`src/rtl/target_emulator.sv`:
```
`timescale 1ns/1ps
// target_emulator: stand-in glitch victim driven by the glitcher's target-side pins.
// Measures every target_clk phase in clk cycles. A too-short phase inside the
// vulnerable window is a successful fault; one during boot is a crash.
//
// state   | meaning
// --------+---------------------------------------------------------------
// OFF     | target unpowered, everything idle
// RESET   | powered, target reset pin asserted
// BOOT    | counting target_clk rising edges towards the vulnerable window
// WINDOW  | vulnerable window open, ready high
// SUCCESS | glitch landed inside the window, held until OFF/RESET
// DONE    | window closed with no glitch, held until OFF/RESET
// CRASH   | glitch landed during boot, held until OFF/RESET
module target_emulator #(
  parameter int MIN_PHASE         = 3,
  parameter int PHASE_W           = 8,
  parameter int BOOT_EDGES        = 1000,
  parameter int WINDOW_EDGES      = 64,
  parameter bit RESET_ACTIVE_HIGH = 1'b1,
  parameter int CNT_W             = 16
) (
  input  logic             clk,
  input  logic             rst,
  input  logic             target_clk,
  input  logic             target_reset,
  input  logic             target_power,
  output logic             ready,
  output logic             success,
  output logic             crashed,
  output logic [CNT_W-1:0] glitch_count,
  output logic [2:0]       state_o
);

  localparam logic [2:0] ST_OFF     = 3'd0;
  localparam logic [2:0] ST_RESET   = 3'd1;
  localparam logic [2:0] ST_BOOT    = 3'd2;
  localparam logic [2:0] ST_WINDOW  = 3'd3;
  localparam logic [2:0] ST_SUCCESS = 3'd4;
  localparam logic [2:0] ST_DONE    = 3'd5;
  localparam logic [2:0] ST_CRASH   = 3'd6;

  localparam logic [PHASE_W-1:0] PHASE_MAX = '1;
  localparam logic [PHASE_W-1:0] PHASE_MIN = PHASE_W'(MIN_PHASE);
  localparam logic [CNT_W-1:0]   BOOT_LAST = CNT_W'(BOOT_EDGES - 1);
  localparam logic [CNT_W-1:0]   WIN_LAST  = CNT_W'(WINDOW_EDGES - 1);
  localparam logic [CNT_W-1:0]   CNT_MAX   = '1;

  // [0],[1] form the synchronizer; [2] is the previous synced value for edge detect
  logic [2:0]         tclk_sync;
  logic [1:0]         trst_sync;
  logic [1:0]         pwr_sync;
  logic               tclk_edge;
  logic               tclk_rise;
  logic               reset_act;
  logic               power_on;

  logic [PHASE_W-1:0] phase_cnt;
  logic               phase_valid;
  logic               glitch_det;
  logic               rise_det;

  logic [2:0]         state;
  logic [2:0]         state_nxt;
  logic [CNT_W-1:0]   edge_cnt;
  logic               enter_idle;
  logic               count_clear;
  logic               count_en;

  assign tclk_edge = tclk_sync[1] ^ tclk_sync[2];
  assign tclk_rise = tclk_sync[1] & ~tclk_sync[2];
  assign reset_act = RESET_ACTIVE_HIGH ? trst_sync[1] : ~trst_sync[1];
  assign power_on  = pwr_sync[1];
  assign state_o   = state;

  // Bring the three asynchronous target pins into the clk domain
  always_ff @(posedge clk or negedge rst) begin
    if (!rst) begin
      tclk_sync <= '0;
      trst_sync <= '0;
      pwr_sync  <= '0;
    end else begin
      tclk_sync <= {tclk_sync[1:0], target_clk};
      trst_sync <= {trst_sync[0], target_reset};
      pwr_sync  <= {pwr_sync[0], target_power};
    end
  end

  // Phase length in clk cycles; restarts at 1 on every synced target_clk edge
  always_ff @(posedge clk or negedge rst) begin
    if (!rst) begin
      phase_cnt <= '0;
    end else if (tclk_edge) begin
      phase_cnt <= PHASE_W'(1);
    end else if (phase_cnt != PHASE_MAX) begin
      phase_cnt <= phase_cnt + 1'b1;
    end
  end

  // Judge each edge; rise_det is registered so it lines up with glitch_det
  always_ff @(posedge clk or negedge rst) begin
    if (!rst) begin
      glitch_det  <= 1'b0;
      rise_det    <= 1'b0;
      phase_valid <= 1'b0;
    end else begin
      glitch_det <= tclk_edge && phase_valid && (phase_cnt < PHASE_MIN);
      rise_det   <= tclk_rise;
      // The phase leading into the first edge after OFF/RESET is meaningless
      if (enter_idle) begin
        phase_valid <= 1'b0;
      end else if (tclk_edge) begin
        phase_valid <= 1'b1;
      end
    end
  end

  // Next-state decode: power loss beats target reset, which beats everything else
  always_comb begin
    state_nxt = state;
    if (!power_on) begin
      state_nxt = ST_OFF;
    end else if (reset_act && (state != ST_OFF)) begin
      state_nxt = ST_RESET;
    end else begin
      case (state)
        ST_OFF:     state_nxt = ST_RESET;
        ST_RESET:   state_nxt = ST_BOOT;
        ST_BOOT: begin
          if (glitch_det) begin
            state_nxt = ST_CRASH;
          end else if (rise_det && (edge_cnt == BOOT_LAST)) begin
            state_nxt = ST_WINDOW;
          end
        end
        ST_WINDOW: begin
          // A glitch on the closing edge still counts as a hit
          if (glitch_det) begin
            state_nxt = ST_SUCCESS;
          end else if (rise_det && (edge_cnt == WIN_LAST)) begin
            state_nxt = ST_DONE;
          end
        end
        ST_SUCCESS: state_nxt = ST_SUCCESS;
        ST_DONE:    state_nxt = ST_DONE;
        ST_CRASH:   state_nxt = ST_CRASH;
        default:    state_nxt = ST_OFF;
      endcase
    end
  end

  assign enter_idle  = (state_nxt != state) &&
                       ((state_nxt == ST_OFF) || (state_nxt == ST_RESET));
  assign count_clear = enter_idle || ((state == ST_RESET) && (state_nxt == ST_BOOT));
  assign count_en    = glitch_det && (state != ST_OFF) && (state != ST_RESET);

  // State register plus the per-state rising-edge counter
  always_ff @(posedge clk or negedge rst) begin
    if (!rst) begin
      state    <= ST_OFF;
      edge_cnt <= '0;
    end else begin
      state <= state_nxt;
      if (state_nxt != state) begin
        edge_cnt <= '0;
      end else if (rise_det && ((state == ST_BOOT) || (state == ST_WINDOW))) begin
        edge_cnt <= edge_cnt + 1'b1;
      end
    end
  end

  // Saturating glitch tally, cleared whenever the target restarts
  always_ff @(posedge clk or negedge rst) begin
    if (!rst) begin
      glitch_count <= '0;
    end else if (count_clear) begin
      glitch_count <= '0;
    end else if (count_en && (glitch_count != CNT_MAX)) begin
      glitch_count <= glitch_count + 1'b1;
    end
  end

  // Status outputs registered from the next state so they move with state_o
  always_ff @(posedge clk or negedge rst) begin
    if (!rst) begin
      ready   <= 1'b0;
      success <= 1'b0;
      crashed <= 1'b0;
    end else begin
      ready   <= (state_nxt == ST_WINDOW);
      success <= (state_nxt == ST_SUCCESS);
      crashed <= (state_nxt == ST_CRASH);
    end
  end

endmodule
```
`config.mk`:
```
export PLATFORM = sky130hd
export DESIGN_NAME = target_emulator
export DESIGN_NICKNAME = d
export VERILOG_FILES = /design/src/rtl/target_emulator.sv
export SDC_FILE = /design/constraint.sdc
export NUM_CORES = 1
export LEC_CHECK = 0
export CAP_MARGIN = 30
export CORE_AREA = 2 2 95 97
export CTS_BUF_LIST = sky130_fd_sc_hd__clkbuf_8
export CTS_CLUSTER_DIAMETER = 30
export DETAILED_ROUTE_END_ITERATION = 8
export DIE_AREA = 0 0 97 99
export MAX_ROUTING_LAYER = met4
export PLACE_DENSITY_LB_ADDON = 0.12
export RECOVER_POWER = 25
export SLEW_MARGIN = 20
export SYNTH_ARGS = -nofsm -noshare
export SYNTH_HDL_FRONTEND = slang
export SYNTH_SLANG_ARGS = --single-unit
```
`constraint.sdc`:
```
create_clock -name clk -period 2 [get_ports clk]
set_clock_uncertainty 0.2 [all_clocks]
set_input_delay 0.4 -clock clk [delete_from_list [all_inputs] [get_ports clk]]
set_output_delay 0.4 -clock clk [all_outputs]
set_load 0.05 [all_outputs]
```
==> results by group, run 1 <==
Yosys
  • Cell area after synthesis: 2912 um^2
  • Post-synth top flop: dfrtp_1
  • Async set-or-reset flop fraction in the synthesized netlist: 100.0%
  • Syn_area_per_cell: ~9.7 um^2
  • Synth Register Bits: 56
  • Distinct cells, synth: 50
  • Mapped Nets: 309
  • Mapped Cells: 300
  • YS warnings: 0
  • EDFF count, synth: 0
  • Seq/Total Area, Yosys: 48.13%

STA
  • Fin crit share: 103.4%
  • Final setup margin: -0.06738 ns
  • Worst Tran Pin Value: 0.5505 ns
  • Max_slew headroom: 63.30%
  • Minimum clock period: a little over 2 ns
  • Max frequency: roughly 480 MHz
  • Fin. Hold Viols: 0
  • RSZ-0062 raised after global routing: true
  • Final Setup Violations: 20
  • Final max-slew violation count: 0

Power
  • Pleak: 1.731 nW
  • Power per cell area: around 570 nW/um^2
  • Design Power: 2.207 mW
  • Peak supply drop: 414.4 uV

Floorplanning
  • Effective utilization at floorplan: 34.05%
  • Core box area: 8551 um^2
  • # rows: 34
  • Io pins: 27
  • Die X: around 97 um
  • DIE AREA: 9603 um^2
  • Die height: slightly below 100 um

Route
  • Post-Route WL: 6834 um
  • DRC Markers: 0
  • Initial DRT Pass Iterations: 4
  • DRT iter0 DRCs: 58
  • Drt via density: just over 5
  • WL per Instance: 14.12 um
  • Routed via count: 2467
  • DRT antenna net count: 0

Status
  • Failing checks: negative setup slack
  • Outcome: complete, but fails checks

Worst setup path
  • WP buf/inv: 1
  • Critical path type: reg -> reg
  • Slowest cell on crit path: or4b_4
  • Req. time, crit path: 2.00 ns
  • Slowest stage delay, CP: 0.51 ns
  • Largest fanout on the critical path: 16
  • Sequence of cells on the critical path: ha_2 > or4b_4 > nor3b_4 > nand4_1 > o21ai_2 > buf_12 > nor3_1
  • Arrival @ worst endpoint: slightly above 2 ns
  • Kind of end point of the critical path: register
  • CP top delay family: simple AND/OR/NAND/NOR gates
  • Startpoint class of the critical path: register

Layout
  • Nets: 384
  • Core Util, Final: a little under half
  • Fraction of layout cells with a size suffix above 1: 32.18%
  • Fillers: 825
  • # diodes: 0
  • Footprint of the multi-input gates: roughly 1500 um^2
  • Final Cell Area: 3881 um^2
  • Area Growth Syn to Fin: 33.30%
  • Register area: between 1000 and 1500 um^2

Clock network
  • H-tree Lvls: 2
  • Skew-Pair Late Insertion Delay: 0.31 ns
  • CTS Root Buffer Type: clkbuf_8
  • Clk sinks: between 50 and 60
  • Clock transition at the registers of the reported paths: 0.10 ns
  • Max clock buf depth: 2
  • CTS tree: yes
  • Inserted Clock Buffers: 5

Global routing
  • Largest net degree at the start of global routing: 27
  • Global-route wire length before repair: 11840 um
  • Initial antenna violation count: 0
  • Gr usage total: approximately 15%
  • Grt ovf: 0
  • Vias in the first global route: 2470

Placement
  • # port buffers: 26
  • Dpl cell area: about 3700 um^2
  • Final GP Congestion: 0.8411
  • DP HPWL: 4948 um
  • Pre-CTS setup slack: -0.05559 ns

Run
  • Max_cap viols: 0

Min path
  • HP Class: reg -> reg
## registers in the layout, indices dropped and copies added, names as in the netlist
register      flops
edge_cnt         16
glitch_count     16
phase_cnt         8
state_o           3
tclk_sync         3
pwr_sync          2
trst_sync         2
crashed           1
glitch_det        1
phase_valid       1
ready             1
rise_det          1
success           1
## worst paths after layout
check                                   endpoint        start  depth (start not counted)  slack, ns
worst max-delay path                 edge_cnt[2]  edge_cnt[0]                          7      -0.07
worst min-delay path                 pwr_sync[1]  pwr_sync[0]                          0       0.16
worst max register to register       edge_cnt[2]  edge_cnt[0]                          7      -0.07
worst min register to register       pwr_sync[1]  pwr_sync[0]                          0       0.16
max in group asynchronous       glitch_count[11]          rst                          3       0.64
min in group asynchronous        glitch_count[1]          rst                          2       0.39
## area by class of cell
class | instances | share of cell area (%)
repair buffers | 78 | 17.38
flip-flops and latches | 56 | 36.52
inverters | 10 | 0.9671
clock inverters | 3 | 0.9994
multi-input cells | 224 | 38.88
well taps | 108 | 3.482
clock buffers | 5 | 1.773
## synthesized netlist by cell type, types with 2 or more instances
cell type  instances  area share (%)
nor2b_1            2            0.43
o31ai_1            2            0.52
a31o_2             2            0.60
or3_1              3            0.64
a21oi_1           14             2.4
nand3_1           12             2.1
ha_1               4             1.7
dfrtp_1           56              48
nand4_1           12             2.6
nor2_1            30             3.9
and2_1             3            0.64
nand2_1           20             2.6
buf_2              3            0.52
mux2i_1            4             1.4
o21ai_1            2            0.34
inv_1              9             1.2
o311a_1            2            0.69
xor2_1            18             5.4
xnor2_1           12             3.6
nor4_1             3            0.64
nor4_2             2            0.86
a211oi_1           3            0.77
o21ai_0           11             1.9
clkbuf_1           6            0.77
and3_1            12             2.6
nor3_1            21             3.6
nor3b_1            3            0.77
nor4b_1            2            0.60
a31oi_1            4            0.86
or4_1              3            0.77
## metrics by stage
stage	hold slack, ns	TNS [ns]	cells
after floorplan	-0.09559	-0.2031	300
after global routing	0.1774	-2.955	484
after detailed placement	0.1395	-0.8530	467
after global placement	0.1322	-0.5944	467
final	0.1580	-0.9928	484
after CTS	0.1628	-0.9258	478
## per-layer routing
| layer | vias up | share of wire (%) | track usage (%) |
|---|---|---|---|
| met2 | 29 | 49 | 25.75 |
| met3 | 6 | 2.5 | 2.553 |
| met5 | - | 0 | - |
| li1 | 1227 | - | - |
| met4 | 0 | 1.0 | 3.792 |
| met1 | 1205 | 47 | 19.38 |
## logic make-up after synthesis
family	after synthesis	synth area share, %
buffers and inverters	20	2.965
flip-flops	56	48.13
multiplexers	4	1.375
AND/OR/NAND/NOR	139	26.82
adder cells (fa/ha/maj)	4	1.719
XOR/XNOR	30	9.024
AO/OA/AOI/OAI	47	9.970
## report_power, final
group / switching (mW) / internal [mW]
clock network: 0.379 / 0.368
registers: 0.0316 / 1.16
logic: 0.149 / 0.117
total: 0.560 / 1.65
## cell usage in the layout (no fill, tap or decap), types with 3 or more instances in the layout
cell | Yosys | routed
o21ai_0 | 11 | 10
a31oi_1 | 4 | 3
a211oi_1 | 3 | 3
xor2_1 | 18 | 18
dlygate4sd3_1 | 0 | 4
and2_1 | 3 | 3
nor2_1 | 30 | 29
nand3_1 | 12 | 12
mux2i_1 | 4 | 4
nand2_1 | 20 | 20
buf_12 | 0 | 7
a21oi_1 | 14 | 13
xnor2_1 | 12 | 12
nor3_1 | 21 | 20
and3_1 | 12 | 12
dfrtp_2 | 0 | 13
nand4_1 | 12 | 12
dfrtp_1 | 56 | 43
o21ai_2 | 1 | 3
inv_1 | 9 | 10
clkbuf_8 | 0 | 5
nor4_2 | 2 | 3
buf_4 | 0 | 64
## what timing repair did
action | in CTS | in global routing
hold buffers | 1 | 0
pin swaps | 2 | 6
buffers inserted | 2 | 6
gates resized for setup | 5 | 7
endpoints found under the setup margin | 21 | 29
hold endpoints to repair | 17 | 0
Note: power is estimated with default switching activity, not from simulation.
==> run 2: changes to the inputs <==
Settings changed: ABC_AREA set to 1, CAP_MARGIN 30 to unset.
==> run 2 against run 1 <==
Effect of this change: the flow still finishes with violations (negative setup slack); die area is the same; first-iteration DRC count grew 110%; register-to-register slack improved by 0.03 ns; via count up 3.9%; critical path depth grew 10; wire length fell by 2.4%; fmax increased by 1.7%; synthesized cell count up 18%; largest cell class unchanged.
==> results by group, run 2 <==
Yosys
  • Commonest cells in the netlist: nand2_1, dfrtp_1, nor2_1, inv_1, nand3_1
  • YS warnings: 0
  • Mapped Cells: 354
  • Top-area cell type share of the netlist area: a little under half
  • Async set-or-reset flop fraction in the synthesized netlist: 100.0%
  • Syn_area_per_cell: 8.257 um^2
  • Most frequent cell after synthesis: nand2_1
  • Seq/Total Area, Yosys: 47.95%
  • Synth area leaders: dfrtp_1, nand2_1, nor2_1
  • Synth Register Bits: between 50 and 60
  • Cell area after synthesis: a little under 3000 um^2
  • Distinct cells, synth: 35
  • Leading area contributor after synthesis: dfrtp_1
  • EDFF count, synth: 0
  • Post-synth top flop: dfrtp_1
  • Mapped Nets: 363

Layout
  • Footprint of the multi-input gates: 1550 um^2
  • Core Util, Final: 49.52%
  • Commonest non-fill, non-tap cell in the layout: buf_4
  • # diodes: 0
  • Post-route insts no fill: 573
  • Register area: 1411 um^2
  • Nets: about 470
  • Fraction of layout cells with a size suffix above 1: a little over two fifths
  • Largest regs: edge_cnt x16, glitch_count x16, phase_cnt x8
  • Fillers: 842
  • Commonest non-fill, non-tap cells in the layout: buf_4, nand2_1, dfrtp_1
  • Area Growth Syn to Fin: 44.86%
  • Final Cell Area: 4234 um^2

Min path
  • HP Class: reg -> reg
  • Worst hold stages: 0
  • Hold Startpoint: trst_sync[0]
  • Hold path endpoint: trst_sync[1]

Route
  • DRT antenna net count: 0
  • Routed via count: 2562
  • DRC Markers: 0
  • Initial DRT Pass Iterations: 5
  • Drt via density: 4.471
  • DRT iter0 DRCs: 124
  • Post-Route WL: between 6000 and 7000 um
  • WL per Instance: 11.64 um

Status
  • Failing checks: negative setup slack
  • Outcome: complete, but fails checks

Worst setup path
  • Setup crit start: edge_cnt[0]
  • Startpoint class of the critical path: register
  • Arrival @ worst endpoint: 2.08 ns
  • CP top delay family: simple AND/OR/NAND/NOR gates
  • Flop2flop setup slack: -0.03 ns
  • Req. time, crit path: 2.05 ns
  • WP buf/inv: 2
  • Sequence of cells on the critical path: ha_2 > nand2_2 > inv_2 > nand2_2 > nor2_2 > nand2_1 > nand2_1 > nand2_2 > nand2_2 > nand2_2 > nand2_2 > nor2_4 > nand2_4 > nand2_4 > nand2_4 > buf_12 > nor2_4
  • Reg2reg start: edge_cnt[0]
  • Slowest cell on crit path: dfrtp_1
  • CP Depth: 17
  • Largest fanout on the critical path: 8
  • Crit path top cell by count: nand2_2
  • Critical path type: reg -> reg
  • Kind of end point of the critical path: register
  • RR Endpoint: glitch_count[13]
  • Slowest stage delay, CP: 0.40 ns
  • R2R depth: 17

Floorplanning
  • Die height: 99 um
  • Core box area: 8551 um^2
  • # rows: 34
  • DIE AREA: between 9000 and 10000 um^2
  • Io pins: 27
  • Effective utilization at floorplan: 34.18%
  • Die X: 97 um

Clock network
  • Clock transition at the registers of the reported paths: roughly 0.1 ns
  • Skew-Pair Late Insertion Delay: about 0.31 ns
  • CTS tree: yes
  • Clk sinks: 56
  • Inserted Clock Buffers: 5
  • Max clock buf depth: 2
  • CTS Root Buffer Type: clkbuf_8
  • H-tree Lvls: 2

Power
  • Pleak: approximately 2 nW
  • Power per cell area: a little under 800 nW/um^2
  • Design Power: 3.317 mW
  • Peak supply drop: 466.2 uV

Global routing
  • Vias in the first global route: 2578
  • Initial antenna violation count: 0
  • Largest net degree at the start of global routing: 57
  • Gr usage total: between 10% and 20%
  • Global-route wire length before repair: between 10000 and 15000 um
  • Grt ovf: 0

Placement
  • Pre-CTS setup slack: -0.1206 ns
  • Final GP Congestion: around 0.89
  • Placed cells: 551
  • DP HPWL: 4913 um
  • Dpl cell area: roughly 3800 um^2
  • # port buffers: 26

Run
  • Max_cap viols: 0

STA
  • Max frequency: 491.7 MHz
  • Setup_tns: -0.4504 ns
  • Final setup margin: -0.03381 ns
  • Minimum clock period: 2.034 ns
  • RSZ-0062 raised after global routing: true
  • Fin. Hold Viols: 0
  • Fin crit share: 101.7%
  • Hold slack: between 0.15 and 0.2 ns
  • Final Setup Violations: 20
  • Final max-slew violation count: 0
  • Max_slew headroom: 47.91%
  • Worst Tran Pin Value: 0.7813 ns
==> run 2: how the worst max path moves through the flow <==
| stage | to | slack (ns) |
|---|---|---|
| finish | glitch_count[13] | -0.03 |
| global route | glitch_count[13] | -0.20 |
| CTS | glitch_count[6] | -0.03 |
| detailed placement | edge_cnt[2] | -0.12 |
| global placement | glitch_count[14] | -0.03 |
| floorplan | glitch_count[0] | -0.07 |
==> run 2: area by class of cell <==
| type | instances | share of cell area [%] |
|---|---|---|
| multi-input cells | 247 | 36.61 |
| clock inverters | 3 | 1.005 |
| well taps | 108 | 3.191 |
| repair buffers | 105 | 19.83 |
| clock buffers | 5 | 1.625 |
| inverters | 49 | 4.403 |
| flip-flops and latches | 56 | 33.33 |
==> run 2: power breakdown <==
part | switching (mW) | leakage [nW] | internal [mW] | total [mW]
registers | 0.0510 | 0.743 | 1.19 | 1.24
clock network | 0.383 | 0.0599 | 0.374 | 0.757
logic | 0.769 | 1.18 | 0.548 | 1.32
==> run 2: repair_timing <==
action | 4_1_cts | 5_1_grt
hold buffers | 1 | 0
hold endpoints to repair | 56 | 0
endpoints found under the setup margin | 29 | 36
buffers inserted | 8 | 7
pin swaps | 7 | 15
resized for setup | 27 | 36
==> run 2: routing by layer <==
metal	wire [um]	up-vias	global-route usage, %	share of wire, %
met3	163	7	2.695	2.4
li1	-	1333	-	-
met2	3180	22	24.31	48
met5	0	-	-	0
met1	3238	1200	19.77	49
met4	89	0	4.442	1.3
==> run 2: logic make-up (layout without fill, tap and decap cells) <==
family | Yosys count | count (layout) | share of synthesized area (%)
xor+xnor | 14 | 14 | 4.195
fa+ha+maj | 4 | 4 | 1.712
simple gates | 199 | 199 | 33.05
compound gates | 29 | 29 | 5.779
flops | 56 | 56 | 47.95
buf+inv | 51 | 162 | 6.978
mux | 1 | 1 | 0.3425
